File: src/rtl/mem_pkg.sv
// mem_pkg: shared definitions for the single-port memory request master.
//   - state_t : master FSM states
//   - DEF_*   : default bus widths and memory depth
//   - req_t   : request bundle (write, addr, wdata) at default widths
//   - rsp_t   : response bundle (write, data, error) at default widths
package mem_pkg;

  localparam int unsigned DEF_DATA_WIDTH = 32;
  localparam int unsigned DEF_ADDR_WIDTH = 4;
  localparam int unsigned DEF_MEM_DEPTH  = 16;

  typedef enum logic [2:0] {
    IDLE,
    WRITE,
    READ,
    READ_WAIT,
    RESP
  } state_t;

  typedef struct packed {
    logic                      write;
    logic [DEF_ADDR_WIDTH-1:0] addr;
    logic [DEF_DATA_WIDTH-1:0] wdata;
  } req_t;

  typedef struct packed {
    logic                      write;
    logic [DEF_DATA_WIDTH-1:0] data;
    logic                      error;
  } rsp_t;

endpackage

File: src/rtl/mem_req_master.sv
// mem_req_master: initiator for a single-port memory. Takes one read/write
// request at a time on a valid/ready stream, performs exactly one memory
// access, and returns one response on a valid/ready stream. Reads time out
// after TIMEOUT_CYCLES wait cycles; addresses >= MEM_DEPTH are rejected
// without touching the memory. All outputs are registered.
//
// Ports:
//   clk, rst                 clock (posedge), asynchronous active-low reset
//   req_valid/req_ready      request handshake
//   req_write/addr/wdata     request op, address, write data
//   rsp_valid/rsp_ready      response handshake
//   rsp_write/data/error     echoed op, read data (0 on write/error), error
//   WE, RE, Address, Data_in memory strobes, address and write data
//   Data_out, valid_out      memory read data and its valid
//   spurious_valid           sticky flag: valid_out seen outside READ_WAIT
module mem_req_master
  import mem_pkg::*;
#(
  parameter int unsigned DATA_WIDTH     = DEF_DATA_WIDTH,
  parameter int unsigned ADDR_WIDTH     = DEF_ADDR_WIDTH,
  parameter int unsigned MEM_DEPTH      = DEF_MEM_DEPTH,
  parameter int unsigned TIMEOUT_CYCLES = 8
) (
  input  logic                  clk,
  input  logic                  rst,
  input  logic                  req_valid,
  output logic                  req_ready,
  input  logic                  req_write,
  input  logic [ADDR_WIDTH-1:0] req_addr,
  input  logic [DATA_WIDTH-1:0] req_wdata,
  output logic                  rsp_valid,
  input  logic                  rsp_ready,
  output logic                  rsp_write,
  output logic [DATA_WIDTH-1:0] rsp_data,
  output logic                  rsp_error,
  output logic                  WE,
  output logic                  RE,
  output logic [ADDR_WIDTH-1:0] Address,
  output logic [DATA_WIDTH-1:0] Data_in,
  input  logic [DATA_WIDTH-1:0] Data_out,
  input  logic                  valid_out,
  output logic                  spurious_valid
);

  localparam int unsigned     CNT_W    = $clog2(TIMEOUT_CYCLES + 1);
  localparam logic [CNT_W-1:0] CNT_LAST = CNT_W'(TIMEOUT_CYCLES - 1);

  state_t           state;
  logic [CNT_W-1:0] wait_cnt;
  logic             accept;
  logic             addr_illegal;

  assign accept       = req_valid && req_ready;
  assign addr_illegal = (32'(req_addr) >= 32'(MEM_DEPTH));

  // req_ready is a register rather than a decode of state so that it reads 0
  // throughout reset and rises on the first clock after release.
  always_ff @(posedge clk or negedge rst) begin
    if (!rst) begin
      state          <= IDLE;
      wait_cnt       <= '0;
      req_ready      <= 1'b0;
      rsp_valid      <= 1'b0;
      rsp_write      <= 1'b0;
      rsp_data       <= '0;
      rsp_error      <= 1'b0;
      WE             <= 1'b0;
      RE             <= 1'b0;
      Address        <= '0;
      Data_in        <= '0;
      spurious_valid <= 1'b0;
    end else begin
      // Strobes are single-cycle pulses; only the entering transition sets them.
      WE <= 1'b0;
      RE <= 1'b0;

      if (valid_out && (state != READ_WAIT)) begin
        spurious_valid <= 1'b1;
      end

      case (state)
        IDLE: begin
          req_ready <= 1'b1;
          if (accept) begin
            req_ready <= 1'b0;
            if (addr_illegal) begin
              state     <= RESP;
              rsp_valid <= 1'b1;
              rsp_write <= req_write;
              rsp_data  <= '0;
              rsp_error <= 1'b1;
            end else if (req_write) begin
              state   <= WRITE;
              WE      <= 1'b1;
              Address <= req_addr;
              Data_in <= req_wdata;
            end else begin
              state   <= READ;
              RE      <= 1'b1;
              Address <= req_addr;
            end
          end
        end

        WRITE: begin
          state     <= RESP;
          rsp_valid <= 1'b1;
          rsp_write <= 1'b1;
          rsp_data  <= '0;
          rsp_error <= 1'b0;
        end

        READ: begin
          state    <= READ_WAIT;
          wait_cnt <= '0;
        end

        READ_WAIT: begin
          // Data arriving on the expiry cycle takes priority over the timeout.
          if (valid_out) begin
            state     <= RESP;
            rsp_valid <= 1'b1;
            rsp_write <= 1'b0;
            rsp_data  <= Data_out;
            rsp_error <= 1'b0;
          end else if (wait_cnt == CNT_LAST) begin
            state     <= RESP;
            rsp_valid <= 1'b1;
            rsp_write <= 1'b0;
            rsp_data  <= '0;
            rsp_error <= 1'b1;
          end else begin
            wait_cnt <= wait_cnt + CNT_W'(1);
          end
        end

        RESP: begin
          if (rsp_ready) begin
            state     <= IDLE;
            rsp_valid <= 1'b0;
            req_ready <= 1'b1;
          end
        end

        default: begin
          state <= IDLE;
        end
      endcase
    end
  end

endmodule
File: config.mk
export PLATFORM = sky130hd
export DESIGN_NAME = mem_req_master
export DESIGN_NICKNAME = d
export VERILOG_FILES = /design/src/rtl/mem_pkg.sv /design/src/rtl/mem_req_master.sv
export SDC_FILE = /design/constraint.sdc
export NUM_CORES = 1
export LEC_CHECK = 0
export ABC_AREA = 1
export CORE_MARGIN = 2
export CORE_UTILIZATION = 47
export CTS_BUF_LIST = sky130_fd_sc_hd__clkbuf_4
export DETAILED_ROUTE_END_ITERATION = 10
export GPL_ROUTABILITY_DRIVEN = 0
export PLACE_DENSITY = 0.89
export RECOVER_POWER = 100
export SLEW_MARGIN = 20
export SYNTH_ARGS = -nofsm -noshare
export SYNTH_HDL_FRONTEND = slang
export SYNTH_SLANG_ARGS = --single-unit
File: constraint.sdc
create_clock -name clk -period 2.5 [get_ports clk]
set_input_delay 0.625 -clock clk [delete_from_list [all_inputs] [get_ports clk]]
set_output_delay 0.625 -clock clk [all_outputs]
set_load 0.05 [all_outputs]
==> flow_metrics.py <==
metrics = {
    "final_layout": {
        "n_fill_cell": 554,
        "final_nets": 595,
        "regArea_mm2": 0.002052,
        "final-instance-count-excl-fill": 624,
        "postLayoutCoreUtil": 0.7004,
        "diodes": 0,
        "post_route_cells_drive_above_1_share": 0.04762,
        "multiInputGateArea_um2": 992.2,
        "flow.area_growth_from_synthesis_pct": 46.55,
    },
    "logic_synthesis": {
        "synth_fp_nets": 446,
        "yosys_warnings": 0,
        "synth_area_leaders": "sky130_fd_sc_hd__dfrtp_1 (60%), sky130_fd_sc_hd__nand2_1 (14%), sky130_fd_sc_hd__nand3_1 (6.3%)",
        "post_synth_instance_area_mm2": 0.003430,
        "synth_register_bits": 82,
        "yosys.area_share.adder": 0.003648,
        "synthSimpleGateAreaFrac": 0.2273,
        "synth_top_family_by_area": "simple AND/OR/NAND/NOR gates",
        "synth_area_per_cell_um2": 9.244,
        "synthXorXnorAreaFrac": 0.002554,
        "synth_top_flop_cell": "sky130_fd_sc_hd__dfrtp_1",
        "synth_top_cell_by_area": "sky130_fd_sc_hd__dfrtp_1",
        "synth_edf_count": 0,
        "syn-instance-count": 371,
        "synthTopCellsByCount": "sky130_fd_sc_hd__nand2_1 (130), sky130_fd_sc_hd__dfrtp_1 (82), sky130_fd_sc_hd__inv_1 (45), sky130_fd_sc_hd__nand3_1 (43), sky130_fd_sc_hd__o21ai_1 (23)",
        "synth_top_cell_area_share": 0.5983,
        "synth.mux.area_fraction": 0,
        "ys_async_sr_fraction": 1.000,
        "synth-seq-area-share": 0.5983,
        "post_synth_cell_types": 23,
        "synth-compound-area-share": 0.06239,
        "synthMostInstantiatedCell": "sky130_fd_sc_hd__nand2_1",
    },
    "setup_path": {
        "r2r_setup_slack_ns": 0.33,
        "worst_setup_path_start_kind": "flop",
        "timing.critical_path.buf_inv": 1,
        "crit_path_max_fanout": 2,
        "worstPathRequired_ns": 1.88,
        "path_delay_family": "buffers and inverters",
        "worst_ep_arrival_time_ns": 1.70,
        "start_to_end_type_of_the_worst_setup_path": "flop to output port",
        "critical_path.endpoint_type": "output port",
        "worst_path_max_delay_cell": "sky130_fd_sc_hd__dlygate4sd3_1",
        "cell_chain_critical_path": "dlygate4sd3_1",
        "cpPeakStageDelay_ns": 0.89,
    },
    "timing": {
        "min_period_over_period": 0.9312,
        "post-route-min-period_ns": 2.328,
        "timing.max_slew.rel_slack": 0.2984,
        "finalSetupViolCount": 0,
        "tightest_slew_ns": 1.050,
        "timing.fmax_mhz": 429.5,
        "timing_hold_violations_final": 0,
        "timing.final.max_slew_violations": 0,
        "fin_tns_setup_ns": 0,
        "unrepaired_setup_endpoints_after_global_routing": "false",
        "finClkSkew_ns": 0.02579,
    },
    "cts": {
        "cts_inserted_buffers": 9,
        "clock_tree.buffer_depth": 2,
        "post_cts_resize_count": 0,
        "holdBufCountCts": 0,
        "cts_setup_buffers": 0,
        "clkTransAtPathRegs_ns": 0.15,
        "cts-root-buf": "sky130_fd_sc_hd__clkbuf_4",
        "htree_levels": 3,
        "clk_latency_ns": 0.43,
        "tritoncts": "yes",
        "clock_sink_count": 82,
    },
    "global_routing": {
        "antenna_found_initial": 0,
        "overflow": 0,
        "globalRouteTotalUtil": 0.2193,
        "grt_pass1_vias": 2927,
        "grt_max_degree": 42,
        "wire_length_of_the_first_global_routing_pass_um": 13520,
    },
    "route": {
        "drtPass1Iterations": 4,
        "avgRoutedWirePerCell_um": 13.99,
        "detail_route.vias_per_cell": 4.777,
        "route.detailed.drc": 0,
        "wirelength_um": 8731,
        "remaining_number_of_nets_flagged_by_the_antenna_check_after_routing": 0,
        "initialDrtViolationCount": 121,
        "vias": 2981,
    },
    "pwr": {
        "vdd_ir_drop_max_v": 0.0006669,
        "comb_power_share": 0.547,
        "net_switching_fraction_of_the_power": 0.5083,
        "seq_power_share": 0.320,
        "cellInternalPower_mw": 3.287,
        "power_leakage_nw": 2.493,
        "p_switching_mw": 3.398,
        "clock_power_share": 0.133,
        "power_density_mw_per_mm2": 1330,
    },
    "hold_path": {
        "worst_hold_path_type": "input pin to async pin",
    },
    "floorplan": {
        "initial_core_util": 0.4779,
        "row_count": 31,
        "die_area_mm2": 0.007996,
        "io_pins": 149,
        "floorplan.core_area_mm2": 0.007176,
        "die_span_y_um": 89.42,
        "fp.dieW_um": 89.42,
    },
    "run_status": {
        "outcome": "completed",
    },
    "placed_design": {
        "place.detailed.hpwl_um": 6533,
        "portBuffers": 148,
        "placed_cells": 608,
    },
    "job": {
        "number_of_violations_of_the_max_capacitance_limit": 0,
    },
}
==> metal layers <==
layer  share of wire  global-route usage  wire length, um
met1            0.40              0.2555             3511
met2            0.54              0.4074             4756
met3           0.036             0.02401              315
met4           0.017             0.09091              146
met5               0                   0                0
==> power groups by stage <==
stage | registers [mW] | logic, mW | clock network, mW
after global placement | 2.17 | 3.82 | 0
after floorplan | 3.94 | 0.822 | 0
final | 2.14 | 3.66 | 0.886
after global routing | 2.21 | 3.89 | 0.963
after detailed placement | 2.20 | 3.91 | 0
after CTS | 2.17 | 3.93 | 0.902
==> cell type report <==
type                            count  share of cell area
Clock buffer                        9             0.01344
Multi-Input combinational cell    227              0.1974
Sequential cell                    82              0.4083
Inverter                           45             0.03361
Tap cell                           99             0.02465
Timing Repair Buffer              155              0.3025
Clock inverter                      7             0.02016
==> through the flow <==
step | area, um^2 | worst slack (ns) | power [mW] | hold slack [ns]
4_1_cts | 5072 | 0.2184 | 7.000 | 0.1569
2_1_floorplan | 3430 | 1.073 | 4.759 | 0.3294
3_3_place_gp | 4903 | 0.4166 | 5.988 | 0.4404
6_report | 5026 | 0.1719 | 6.685 | 0.3246
3_5_place_dp | 4903 | 0.3354 | 6.109 | 0.4582
5_1_grt | 5026 | 0.1141 | 7.061 | 0.3933
==> cells in the final DEF, fill, tap and decap left out, types with 2 or more instances in the layout <==
master	instances
sky130_fd_sc_hd__a21oi_1	2
sky130_fd_sc_hd__buf_4	4
sky130_fd_sc_hd__bufinv_16	2
sky130_fd_sc_hd__clkbuf_2	3
sky130_fd_sc_hd__clkbuf_4	9
sky130_fd_sc_hd__clkdlybuf4s50_1	72
sky130_fd_sc_hd__clkinvlp_4	2
sky130_fd_sc_hd__dfrtp_1	82
sky130_fd_sc_hd__dlygate4sd3_1	75
sky130_fd_sc_hd__inv_1	45
sky130_fd_sc_hd__inv_6	2
sky130_fd_sc_hd__nand2_1	132
sky130_fd_sc_hd__nand3_1	43
sky130_fd_sc_hd__nor2_1	7
sky130_fd_sc_hd__o211ai_1	2
sky130_fd_sc_hd__o21ai_0	30
sky130_fd_sc_hd__o21ai_1	3
==> final timing paths <==
check	startpoint	endpoint	depth (start not counted)
setup / recovery	Data_in[20]	Data_in[20]	1
hold reg to reg	spurious_valid	spurious_valid	1
hold / removal	rst	Data_in[24]	1
setup reg to reg	state[2]	rsp_data[0]	6
min in group clk	spurious_valid	spurious_valid	1
max in group asynchronous	rst	rsp_data[2]	2
==> sequential cells by signal, summed over array words and instances, names as in the netlist, 3 cells and up <==
| register | cells |
|---|---|
| Address | 4 |
| Data_in | 32 |
| rsp_data | 32 |
| state | 3 |
| wait_cnt | 4 |
==> kinds of logic after synthesis <==
| group | count (synthesis) |
|---|---|
| flops | 82 |
| compound gates | 40 |
| xor+xnor | 1 |
| fa+ha+maj | 1 |
| buf+inv | 62 |
| simple gates | 185 |
Power figures use the tool's default switching activity.
==> variant (config.mk and constraints unchanged) <==
Reset style: synchronous (`rst`), changed in one clocked block. Comments in the files are not updated.
--- a/src/rtl/mem_req_master.sv
+++ b/src/rtl/mem_req_master.sv
@@ -57,3 +57,3 @@
   // throughout reset and rises on the first clock after release.
-  always_ff @(posedge clk or negedge rst) begin
+  always_ff @(posedge clk) begin
     if (!rst) begin
Function: differs if rst is asserted again (counterexample within 4 cycles, from zero or initial values and one cycle with rst low); with rst held inactive, the same outputs for 10 cycles.
==> variant against the unedited design <==
  * Area after synthesis fell by 12%
  * Sequential cell count did not move
  * Worst setup slack got worse by 0.028 ns
  * Routed wire length fell by 4.0%
  * Cell area fell by 6.5%
  * First-iteration DRC count rose by 55%
  * Sequential share of layout area fell by 5.9 points
  * Largest cell class unchanged
Power is not compared: it rests on default switching activity, and its combinational part moved more than twofold at a synthesized area within 25%.
==> variant: results <==
group,metric,value,unit
worst_setup_path,crit_end,"req_ready",
logic_synthesis,ys_seq_area_frac,0.541,
global_route,gr-usage-met3,0.0354,
logic_synthesis,yosys-top-cells-area,"dfxtp_1 (54%), nor2_1 (11%), nand2_1 (10%)",
place,dp_hpwl,6170,µm
global_route,use_met1,0.267,
worst_setup_path,cp_max_fo,4,
drt,met1_length,3300,µm
logic_synthesis,synthCells,396,
drt,drtIter0Drc,187,
finish,final_nets,616,
logic_synthesis,synthFlopType,"dfxtp_1",
status,status,"finished, final reports clean",
clock_tree,clk_pin_slew,0.11,ns
place,dpl_worst_slack,0.365,ns
timing,skew,0.0117,ns
place,postPlaceCellArea,4530,µm²
worst_setup_path,critPathMaxStageDelay,0.92,ns
worst_setup_path,cp_data_arrival_time,1.73,ns
drt,vias,3124,
global_route,grt_start_max_net_pins,36,
logic_synthesis,synth_common_cells,"nor2_1 (87), nand2_1 (84), dfxtp_1 (82)",
worst_setup_path,r2r-end,"rsp_data[24]",
drt,wl_met2,4340,µm
finish,finalNonFillerCells,622,
worst_setup_path,crit_start,"req_ready",
timing,slew_headroom,0.281,
place,placed_cells,607,
logic_synthesis,synthArstFlopShare,0,
finish,drive_above_1_share,0.0459,
worst_hold_path,min_path_type,"flip-flop to flip-flop",
worst_setup_path,rrSetupSlack,0.46,ns
==> variant: cell types whose count changed after synthesis, moves of 6 or more <==
cell	unedited run	this run
dfxtp_1	0	82
o21ai_0	10	40
clkbuf_1	0	7
inv_1	45	15
o21ai_1	23	0
nand2_1	130	84
buf_4	0	6
dfrtp_1	82	0
nor2_1	4	87
a21oi_1	2	43
nand3_1	43	8
==> variant: area by class of cell <==
class / count / area, µm²
clock inverter: 5 / 104
sequential: 82 / 1640
tap: 77 / 96.3
timing repair buffer: 154 / 1520
inverter: 20 / 75.1
fill: 465 / 1610
clock buffer: 10 / 75.1
multi-input combinational: 274 / 1190
==> variant: cell families after synthesis <==
family | synth area share
buffers and inverters | 0.0656
xor gates and xnor gates | 0.00289
adders and majority gates | 0.00412
DFF | 0.541
AOI/OAI and AO/OA | 0.142
and+or+nand+nor | 0.245
